File: src/rtl/uart_rx_fifo.sv
// 8N1 UART receiver with a first-word fall-through byte FIFO and sticky error flags.
// Line timing is measured on the synchronized line; every bit is sampled mid-period.
module uart_rx_fifo #(
  parameter int CLOCK_FREQ = 10_000_000,
  parameter int BAUD_RATE  = 115_200,
  parameter int FIFO_DEPTH = 8
) (
  input  logic                          clk,
  input  logic                          rst_n,
  input  logic                          serial_in,
  output logic [7:0]                    data_out,
  output logic                          data_out_valid,
  input  logic                          data_out_ready,
  output logic [$clog2(FIFO_DEPTH):0]   fifo_count,
  output logic                          rx_busy,
  output logic                          frame_err,
  output logic                          overflow,
  input  logic                          clear_errors
);

  localparam int SYMBOL_EDGE_TIME = CLOCK_FREQ / BAUD_RATE;
  localparam int SAMPLE_TIME      = SYMBOL_EDGE_TIME / 2;
  localparam int CW               = $clog2(SYMBOL_EDGE_TIME);
  localparam int PW               = $clog2(FIFO_DEPTH);

  localparam logic [CW-1:0] SYM_END    = CW'(SYMBOL_EDGE_TIME - 1);
  localparam logic [CW-1:0] SAMPLE_END = CW'(SAMPLE_TIME - 1);
  localparam logic [PW:0]   FULL_COUNT = (PW+1)'(FIFO_DEPTH);

  localparam logic [2:0] S_IDLE  = 3'd0;
  localparam logic [2:0] S_START = 3'd1;
  localparam logic [2:0] S_DATA  = 3'd2;
  localparam logic [2:0] S_STOP  = 3'd3;
  localparam logic [2:0] S_BREAK = 3'd4;

  logic          sync1;
  logic          rx_s;
  logic [2:0]    state;
  logic [CW-1:0] cnt;
  logic [2:0]    bit_idx;
  logic [7:0]    shift;

  logic [7:0]    mem [FIFO_DEPTH];
  logic [PW-1:0] wptr;
  logic [PW-1:0] rptr;

  logic stop_edge;
  logic push_req;
  logic frame_set;
  logic full;
  logic pop;
  logic do_push;
  logic ovf_set;

  always_ff @(posedge clk or negedge rst_n) begin
    if (!rst_n) begin
      sync1 <= 1'b1;
      rx_s  <= 1'b1;
    end else begin
      sync1 <= serial_in;
      rx_s  <= sync1;
    end
  end

  // cnt is cleared on every state entry, including each DATA bit boundary.
  always_ff @(posedge clk or negedge rst_n) begin
    if (!rst_n) begin
      state   <= S_IDLE;
      cnt     <= '0;
      bit_idx <= '0;
      shift   <= '0;
    end else begin
      case (state)
        S_IDLE: begin
          cnt <= '0;
          if (!rx_s) state <= S_START;
        end
        S_START: begin
          if (cnt == SAMPLE_END) begin
            cnt     <= '0;
            bit_idx <= '0;
            state   <= rx_s ? S_IDLE : S_DATA;
          end else begin
            cnt <= cnt + 1'b1;
          end
        end
        S_DATA: begin
          if (cnt == SYM_END) begin
            cnt     <= '0;
            shift   <= {rx_s, shift[7:1]};
            bit_idx <= bit_idx + 1'b1;
            if (bit_idx == 3'd7) state <= S_STOP;
          end else begin
            cnt <= cnt + 1'b1;
          end
        end
        S_STOP: begin
          if (cnt == SYM_END) begin
            cnt   <= '0;
            state <= rx_s ? S_IDLE : S_BREAK;
          end else begin
            cnt <= cnt + 1'b1;
          end
        end
        S_BREAK: begin
          cnt <= '0;
          if (rx_s) state <= S_IDLE;
        end
        default: begin
          cnt   <= '0;
          state <= S_IDLE;
        end
      endcase
    end
  end

  assign stop_edge = (state == S_STOP) && (cnt == SYM_END);
  assign push_req  = stop_edge && rx_s;
  assign frame_set = stop_edge && !rx_s;

  // A pop in the same cycle frees the slot, so a full FIFO still accepts the push.
  assign full    = (fifo_count == FULL_COUNT);
  assign pop     = data_out_valid && data_out_ready;
  assign do_push = push_req && (!full || pop);
  assign ovf_set = push_req && full && !pop;

  always_ff @(posedge clk) begin
    if (do_push) mem[wptr] <= shift;
  end

  always_ff @(posedge clk or negedge rst_n) begin
    if (!rst_n) begin
      wptr       <= '0;
      rptr       <= '0;
      fifo_count <= '0;
    end else begin
      if (do_push) wptr <= wptr + 1'b1;
      if (pop)     rptr <= rptr + 1'b1;
      case ({do_push, pop})
        2'b10:   fifo_count <= fifo_count + 1'b1;
        2'b01:   fifo_count <= fifo_count - 1'b1;
        default: fifo_count <= fifo_count;
      endcase
    end
  end

  // Setting an error wins over a coincident clear.
  always_ff @(posedge clk or negedge rst_n) begin
    if (!rst_n) begin
      frame_err <= 1'b0;
      overflow  <= 1'b0;
    end else begin
      frame_err <= frame_set | (frame_err & ~clear_errors);
      overflow  <= ovf_set   | (overflow  & ~clear_errors);
    end
  end

  assign data_out_valid = (fifo_count != '0);
  assign data_out       = data_out_valid ? mem[rptr] : 8'h00;
  assign rx_busy        = (state != S_IDLE);

endmodule

File: config.mk
export PLATFORM = sky130hd
export DESIGN_NAME = uart_rx_fifo
export DESIGN_NICKNAME = d
export VERILOG_FILES = /design/src/rtl/uart_rx_fifo.sv
export SDC_FILE = /design/constraint.sdc
export NUM_CORES = 1
export LEC_CHECK = 0
export CORE_MARGIN = 2
export CORE_UTILIZATION = 54
export DETAILED_ROUTE_END_ITERATION = 8
export GPL_TIMING_DRIVEN = 0
export MAX_ROUTING_LAYER = met4
export PLACE_DENSITY = 0.78
export RECOVER_POWER = 100
export SLEW_MARGIN = 10
export SYNTH_ARGS = -nofsm -noshare
export SYNTH_HDL_FRONTEND = slang
export SYNTH_SLANG_ARGS = --single-unit
File: constraint.sdc
create_clock -name clk -period 2.4 [get_ports clk]
set_clock_uncertainty 0.05 [all_clocks]
set_input_delay 0.48 -clock clk [delete_from_list [all_inputs] [get_ports clk]]
set_output_delay 0.48 -clock clk [all_outputs]
set_load 0.01 [all_outputs]
# Yosys cells after proc, flatten, opt, wreduce, memory -nomap -nowiden
# Memories as Yosys holds them, arrays and structs flattened.
# Index checks and enable logic that the tools add are counted.
[op_classes]
n_shift = 0
n_lt_le_gt_ge = 0
add_sub_neg = 6
n_mux = 19
eq_ne = 16
div_mod_pow = 0
multipliers = 0
bitwise = 5
n_reduce_logical = 20
[op_table]
columns = ["cell", "n"]
rows = [
  ["$mux W3", 9],
  ["$pmux W3 S5", 1],
  ["$mux W7", 2],
  ["$pmux W7 S2", 1],
  ["$ne A2 B2 Y1 const B", 6],
  ["$add A3 B1 Y3 const B", 3],
  ["$mux W8", 1],
  ["$pmux W4 S2", 1],
  ["$add A7 B1 Y7 const B", 1],
  ["$eq A7 B6 Y1 const B", 1],
  ["$eq A7 B7 Y1 const B", 1],
  ["$logic_and A1 B1 Y1", 7],
  ["$eq A3 B2 Y1 const B", 2],
  ["$eq A3 B3 Y1 const B", 2],
  ["$pmux W3 S2", 1],
  ["$reduce_and A6 Y1", 1],
  ["$add A4 B1 Y4 const B", 1],
  ["$eq A4 B4 Y1 const B", 1],
  ["$reduce_bool A2 Y1", 2],
  ["$reduce_bool A4 Y1", 1],
  ["$sub A4 B1 Y4 const B", 1],
  ["$eq A3 B1 Y1 const B", 1],
  ["$logic_not A1 Y1", 3],
  ["$logic_not A3 Y1", 1],
  ["12 further kinds", 15],
]
[word_totals]
latch_bits = 0
in_bits = 5
out_inout_bits = 16
rom_bits = 0
ram_bits = 64
mem_count = 1
register_bits = 35
elab_cells = 78
[mem_list]
columns = ["memory", "words", "word_bits", "rd", "rd_clocked_by_memory_dff", "wr", "line_no", "source"]
rows = [
  ["mem", 8, 8, 1, 0, 1, "43", "logic [7:0] mem [FIFO_DEPTH];"],
]

# Depth between registers and ports, before layout
# Gate-level depths: netlist of the first run.
[depth]
ltp_word = 6
depth_mapped = 11
depth_no_buf = 10

# Worst setup path after synthesis of the first run
# No wires, ideal clock.
[synth_timing]
kind = "reg2reg"
from = "register cnt[1]"
to = "memory mem[1][0] (enable)"
period_less_slack_ns = 2.460
path_slack_ns = -0.060
stages_incl_launch_ff = 8
n_path_buf = 1
setup_ns = 0.383
required_ns = 1.967
t_arrival_ns = 2.027
cell_sequence = "dfrtp_1 inv_1 ha_1 nand4b_4 nor4_4 buf_6 nand3_1 nor3_1"
[synth_between]
elab_chain_cells = 6
[synth_lines]
columns = ["element", "line_no", "source"]
rows = [
  ["start: declaration", "39", "logic [CW-1:0] cnt;"],
  ["start signal: assignment", "84", "cnt <= cnt + 1'b1;"],
  ["start signal: assignment", "94", "cnt <= cnt + 1'b1;"],
  ["start signal: assignment", "102", "cnt <= cnt + 1'b1;"],
  ["$eq A7 B7 Y1", "117", "assign stop_edge = (state == S_STOP) && (cnt == SYM_END);"],
  ["$logic_and A1 B1 Y1", "117", ""],
  ["$logic_and A1 B1 Y1", "118", "assign push_req = stop_edge && rx_s;"],
  ["$logic_and A1 B1 Y1", "124", "assign do_push = push_req && (!full || pop);"],
  ["$mux W1", "128", "if (do_push) mem[wptr] <= shift;"],
  ["$mux W1 (not written as such)", "128", ""],
  ["end: declaration", "43", ""],
]
# No other way between the ends.

# Worst setup path in the final report of the first run
[layout_timing]
from = "register rptr[0]"
to = "output data_out[0]"
[layout_between]
elab_chain_cells = 2
[layout_lines]
columns = ["element", "line_no", "source"]
rows = [
  ["start: declaration", "45", "logic [PW-1:0] rptr;"],
  ["start signal: assignment", "138", "if (pop) rptr <= rptr + 1'b1;"],
  ["$mem_v2 Z8 W8", "-", ""],
  ["$mux W8", "159", "assign data_out = data_out_valid ? mem[rptr] : 8'h00;"],
  ["end: declaration", "11", "output logic [7:0] data_out,"],
]
# No other way between the ends.

==> results.py, run 1 <==
metrics = {
    "place": {
        "numPortBuffers": 20,
        "dpl.hpwl_um": 4810,
        "dp_slack_ps": -646,
        "placed_area_sq_um": 4550,
        "gp_congestion": 0.756,
    },
    "global_routing": {
        "antenna_found_initial": 0,
        "grt_max_degree": 36,
        "overflow": 0,
        "grt_pass1_wl_um": 12400,
        "grt_pass1_vias": 2370,
        "track_usage": 0.203,
    },
    "sta": {
        "fin_crit_ps": 2520,
        "setup_viol": 25,
        "worst_slack_ps": -119,
        "rsz0062_at_grt": "true",
        "post-route-period-util": 1.05,
        "relSlewSlack": -0.244,
        "maxClockFrequency_mhz": 397,
        "holdWs_ps": 309,
        "hold_viol": 0,
        "slew_viol_final": 36,
        "worstMarginPinSlew_ps": 1870,
    },
    "worst_setup_path": {
        "worstSetupPathType": "register to output port",
        "reg2reg_from": "rx_s",
        "rrSetupSlack_ps": -120,
        "cp_max_fo": 6,
        "cp.arrival_ps": 1990,
        "end_kind": "output port",
        "r2r_end": "mem[3][2]",
        "required_ps": 1870,
        "r2r_cells": 5,
        "crit_chain": "buf_8 > buf_12 > buf_6 > mux4_2 > mux2i_1 > nor2_1 > buf_2",
        "slowest_stage": "mux4_2",
        "worst_path_largest_cell_delay_ps": 480,
        "startpoint_type": "register",
    },
    "yosys": {
        "synth_cell_types": 48,
        "synth_edf_count": 64,
        "yosys.area_share.simple": 0.0837,
        "synth_mux_area_frac": 0.142,
        "syn-num-nets": 270,
        "synth_compound_area_frac": 0.0374,
        "yosys_most_used_dff": "edfxtp_1",
        "synth_fa_ha_area_frac": 0.0237,
        "ys_ff_latch": 99,
        "syn_avg_cell_area_sq_um": 16.4,
        "synth_top_family_by_area": "multiplexers",
        "postSynth.asyncResetShare": 0.354,
        "synth-xor-area-share": 0.0270,
        "synth_area_sq_um": 4220,
        "synth-seq-area-share": 0.664,
        "synth_warnings": 0,
        "synth_cells": 257,
    },
    "die": {
        "die_w_um": 92.4,
        "core_sq_um": 7650,
        "start_util": 0.551,
        "die_area_sq_um": 8530,
        "rows": 32,
        "ios": 21,
        "dieHeight_um": 92.4,
    },
    "clocking": {
        "clockBufferDepth": 2,
        "clk_latency_ps": 350,
        "cts_made_buffers": 9,
        "root_buffer": "clkbuf_8",
        "tritoncts": "yes",
        "cts_sinks": 99,
        "clk_pin_slew_ps": 100,
        "htree_levels": 3,
    },
    "worst_hold_path": {
        "holdPathEnd": "rx_s",
        "hold_path.class": "register to register",
        "hp-start": "sync1",
        "hold_depth": 0,
    },
    "final_layout": {
        "num-nets-final": 324,
        "area_delta_synth_final_pct": 17.0,
        "final_common_cell": "edfxtp_1",
        "design_area_sq_um": 4930,
        "n_antenna_cell": 0,
        "final_cell_mix": "edfxtp_1 (64), dfrtp_1 (31), nor2_1 (20)",
        "layout-drive-gt1-share": 0.310,
    },
    "power_and_ir_drop": {
        "power.switching_uw": 651,
        "p_sw_frac": 0.226,
        "power_density_nw_per_um2": 584,
        "pwr-share-clk": 0.345,
        "seqPwrFrac": 0.632,
        "cellLeakagePower_uw": 0.00205,
        "combPwrFrac": 0.023,
        "p_int_uw": 2230,
        "irDropWorstVdd_mv": 0.347,
    },
    "detailed_routing": {
        "route.vias.total": 2340,
        "drt_wl_total_um": 7800,
        "vias_per_cell": 5.60,
        "drt-initial-drc-count": 139,
        "drtAntennaViolNets": 0,
        "avgRoutedWirePerCell_um": 18.7,
        "dr.pass1.iters": 5,
        "drc": 0,
    },
    "status": {
        "status": "complete, but fails checks",
        "violations": "max-capacitance violations, max-slew violations, negative setup slack",
    },
    "run": {
        "maxCapViolations": 1,
    },
}
metrics by stage:
stage / power (uW) / setup TNS (ps) / utilization / cells
2_1_floorplan: 1890 / 0 / - / 257
3_3_place_gp: 1920 / -32770 / 0.594 / 379
3_5_place_dp: 1920 / -30030 / 0.595 / 379
4_1_cts: 2890 / -527 / 0.651 / 412
5_1_grt: 2970 / -4880 / 0.645 / 418
6_report: 2880 / -1890 / 0.645 / 418
metal layers:
metal	vias to the layer above	GRT usage	share of wire	wire length, um
li1	1087	-	-	-
met1	1192	0.264	0.44	3440
met2	52	0.331	0.51	4000
met3	9	0.0252	0.035	274
met4	0	0.0784	0.011	85
met5	-	-	0	0
sequential cells by signal, summed over array words and instances (netlist names):
name	count
bit_idx	3
cnt	7
fifo_count	4
frame_err	1
mem	64
overflow	1
rptr	3
rx_s	1
shift	8
state	3
sync1	1
wptr	3
timing repair:
item,4_1_cts,5_1_grt
hold buffers,0,0
pin swaps,4,6
endpoints found under the setup margin,74,49
buffers inserted,17,8
gates resized for setup,61,7
gates cloned,1,0
cells by family (layout without fill, tap and decap cells):
family                     count (synthesis)  in the layout
AOI/OAI and AO/OA                         18             18
muxes                                     38             38
DFF                                       99             99
xor gates and xnor gates                  13             13
adders and majority gates                  8              8
and+or+nand+nor                           60             60
buffers and inverters                     21             80
worst max-delay path by stage:
stage / start / endpoint / slack (ps) / cells after the start
2_1_floorplan: cnt[1] / mem[1][0] / 60 / 7
3_3_place_gp: data_out_ready / mem[0][5] / -750 / 5
3_5_place_dp: rptr[1] / data_out[7] / -650 / 6
4_1_cts: rptr[0] / data_out[2] / -100 / 7
5_1_grt: rptr[0] / data_out[0] / -190 / 7
6_report: rptr[0] / data_out[0] / -120 / 7
critical path: cells and delay by family, from the launching register on:
kind	cells	cell delay, ps
DFF	1	400
and+or+nand+nor	1	90
buffers and inverters	4	470
muxes	2	680
power by group through the flow:
| stage | clock, uW | combinational [uW] | sequential (uW) |
|---|---|---|---|
| floorplan | 0 | 33.1 | 1860 |
| global placement | 0 | 59.7 | 1860 |
| detailed placement | 0 | 60.2 | 1860 |
| CTS | 998 | 70.2 | 1820 |
| global route | 1070 | 76.8 | 1820 |
| finish | 992 | 66.8 | 1820 |
cells in the mapped netlist (3+ instances only):
cell | instances | area [sq um]
edfxtp_1 | 64 | 1920
dfrtp_1 | 33 | 826
nor2_1 | 24 | 90.1
mux4_2 | 16 | 360
inv_1 | 11 | 41.3
mux2_2 | 11 | 124
mux2i_1 | 10 | 100
nand3_1 | 9 | 45.0
ha_1 | 8 | 100
xnor2_1 | 8 | 70.1
nor3_1 | 5 | 25.0
xor2_1 | 5 | 43.8
buf_2 | 4 | 20.0
clkbuf_1 | 4 | 15.0
a22o_1 | 3 | 26.3
nand2_1 | 3 | 11.3
final cells by class:
cell class	count	area (sq um)
buffer	8	50.0
clock buffer	9	124
clock inverter	7	60.1
fill	529	2720
inverter	11	41.3
multi-input combinational	137	1360
sequential	99	2800
tap	102	128
timing repair buffer	45	365
Note: power is estimated with default switching activity, not from simulation.
==> run 2, diff against run 1 <==
--- a/config.mk
+++ b/config.mk
@@ -10,9 +10,9 @@
 export DETAILED_ROUTE_END_ITERATION = 8
 export GPL_TIMING_DRIVEN = 0
 export MAX_ROUTING_LAYER = met4
-export PLACE_DENSITY = 0.78
+export PLACE_DENSITY_LB_ADDON = 0.05
 export RECOVER_POWER = 100
-export SLEW_MARGIN = 10
+export SLEW_MARGIN = 20
 export SYNTH_ARGS = -nofsm -noshare
 export SYNTH_HDL_FRONTEND = slang
 export SYNTH_SLANG_ARGS = --single-unit
==> run 2 against run 1 <==
The run now ends clean; setup slack improved by 150 ps; register-to-register slack better by 180 ps; sequential power about the same; clock-buffer cell count is 1 higher; non-clock buffer count down 6; utilization about the same; final area about the same; worst hold slack gained 2.6 ps; sequential share of layout area about the same; global-route usage decreased by 1.5 points; largest cell class unchanged.
==> results.py, run 2 (synthesized netlist as in run 1, its figures left out) <==
metrics = {
    "global_routing": {
        "track_usage": 0.188,
        "antenna_found_initial": 0,
        "grt_pass1_vias": 2255,
        "overflow": 0,
        "grt_max_degree": 31,
        "grt_pass1_wl_um": 11700,
    },
    "die": {
        "core_sq_um": 7650,
        "ios": 21,
        "start_util": 0.551,
        "die_area_sq_um": 8530,
        "die_w_um": 92.4,
        "rows": 32,
        "dieHeight_um": 92.4,
    },
    "final_layout": {
        "seq_area_sq_um": 2800,
        "largest-register": "mem",
        "fillers": 564,
        "layout-drive-gt1-share": 0.316,
        "final_cell_mix": "edfxtp_1 (64), dfrtp_1 (31), nor2_1 (17)",
        "largestRegisters": "mem (64), shift (8), cnt (7)",
        "final_common_cell": "edfxtp_1",
        "largest_reg_flops": 64,
        "multiInputGateArea_sq_um": 1370,
        "num-nets-final": 318,
        "n_antenna_cell": 0,
        "area_delta_synth_final_pct": 16.9,
    },
    "power_and_ir_drop": {
        "p_total_uw": 2850,
        "power_density_nw_per_um2": 578,
        "irDropWorstVdd_mv": 0.285,
        "cellLeakagePower_uw": 0.00206,
    },
    "place": {
        "gp_congestion": 0.730,
        "dpl.hpwl_um": 4550,
        "numPortBuffers": 20,
    },
    "sta": {
        "relSlewSlack": 0.501,
        "rsz0062_at_grt": "true",
        "worstMarginPinSlew_ps": 748,
        "post-route-period-util": 0.987,
        "setup_viol": 0,
        "fin_crit_ps": 2370,
        "maxClockFrequency_mhz": 422,
        "finalSetupTns_ps": 0,
        "slew_viol_final": 0,
        "hold_viol": 0,
    },
    "detailed_routing": {
        "avgRoutedWirePerCell_um": 17.2,
        "drc": 0,
        "vias_per_cell": 5.58,
        "drt_wl_total_um": 7090,
        "drt-initial-drc-count": 186,
        "drtAntennaViolNets": 0,
        "dr.pass1.iters": 5,
        "route.vias.total": 2300,
    },
    "worst_hold_path": {
        "hold_path.class": "register to register",
    },
    "worst_setup_path": {
        "r2r_end": "fifo_count[2]",
        "rrSetupSlack_ps": 60,
        "worstSetupPathType": "register to output port",
        "cp_max_fo": 5,
        "required_ps": 1870,
        "r2r_cells": 9,
        "endpoint": "data_out[1]",
        "reg2reg_from": "rx_s",
        "end_kind": "output port",
        "cp.arrival_ps": 1840,
        "startpoint_type": "register",
        "crit_start": "rptr[0]",
    },
    "clocking": {
        "htree_levels": 3,
        "cts_sinks": 99,
        "clk_pin_slew_ps": 90,
        "root_buffer": "clkbuf_8",
        "cts_made_buffers": 9,
        "clk_latency_ps": 350,
        "clockBufferDepth": 2,
        "tritoncts": "yes",
    },
    "status": {
        "status": "completed",
    },
    "run": {
        "maxCapViolations": 0,
    },
}
## run 2: cell types whose count changed in the layout (fill, tap and decap cells not counted), moves of 2 or more
cell,before,now
buf_4,11,9
clkinvlp_4,3,1
nor2_1,20,17
nor3_1,3,5
clkbuf_1,9,4
nor3_4,2,0
clkbuf_2,1,3
buf_12,3,5
nor2_2,2,6
## run 2: per-layer routing
layer,share of wire,vias up,global-route usage
met1,0.48,1158,0.277
met5,0,-,-
met2,0.47,46,0.273
met4,0.010,0,0.0709
li1,-,1086,-
met3,0.038,10,0.0244
## run 2: cell type report
type | instances | area share
sequential | 99 | 0.569
clock buffer | 10 | 0.0259
timing repair buffer | 38 | 0.0686
multi-input combinational | 137 | 0.278
clock inverter | 6 | 0.00965
tap | 102 | 0.0259
inverter | 11 | 0.00838
buffer | 9 | 0.0147
## run 2: worst max-delay path: stages, from the launching register on
cell     delay [ps]
dfrtp_1         380
buf_6           140
buf_12          120
mux4_2          530
mux2i_1         140
nor2_1           50
buf_2           130
## run 2: worst min path at each step
stage / start / endpoint / slack, ps / depth (start not counted)
final: sync1 / rx_s / 310 / 0
after detailed placement: rst_n / fifo_count[1] / 280 / 1
after global placement: sync1 / rx_s / 300 / 0
after CTS: sync1 / rx_s / 310 / 0
after global routing: sync1 / rx_s / 310 / 0
after floorplan: rst_n / bit_idx[0] / 130 / 0
## run 2: repair_timing
item | 4_1_cts | 5_1_grt
gates resized for setup | 60 | 6
setup buffers | 13 | 4
endpoints found under the hold margin | 5 | 0
gates cloned | 1 | 0
hold buffers | 1 | 0
pin swaps | 2 | 4
setup endpoints to repair | 74 | 73
## run 2: power by group
group | internal, uW | switching [uW]
Sequential | 1810 | 11.3
Clock | 387 | 567
Combinational | 31.0 | 40.9
## run 2: stage by stage
step | instance area (sq um) | cells | worst slack, ps | hold slack, ps | utilization
after floorplan | 4220 | 257 | 58.4 | 134 | -
after global placement | 4540 | 379 | -728 | 296 | 0.594
after detailed placement | 4570 | 380 | -548 | 275 | 0.597
after CTS | 4920 | 409 | -67.2 | 313 | 0.644
after global routing | 4930 | 412 | -101 | 314 | 0.644
final | 4930 | 412 | 31.8 | 312 | 0.644
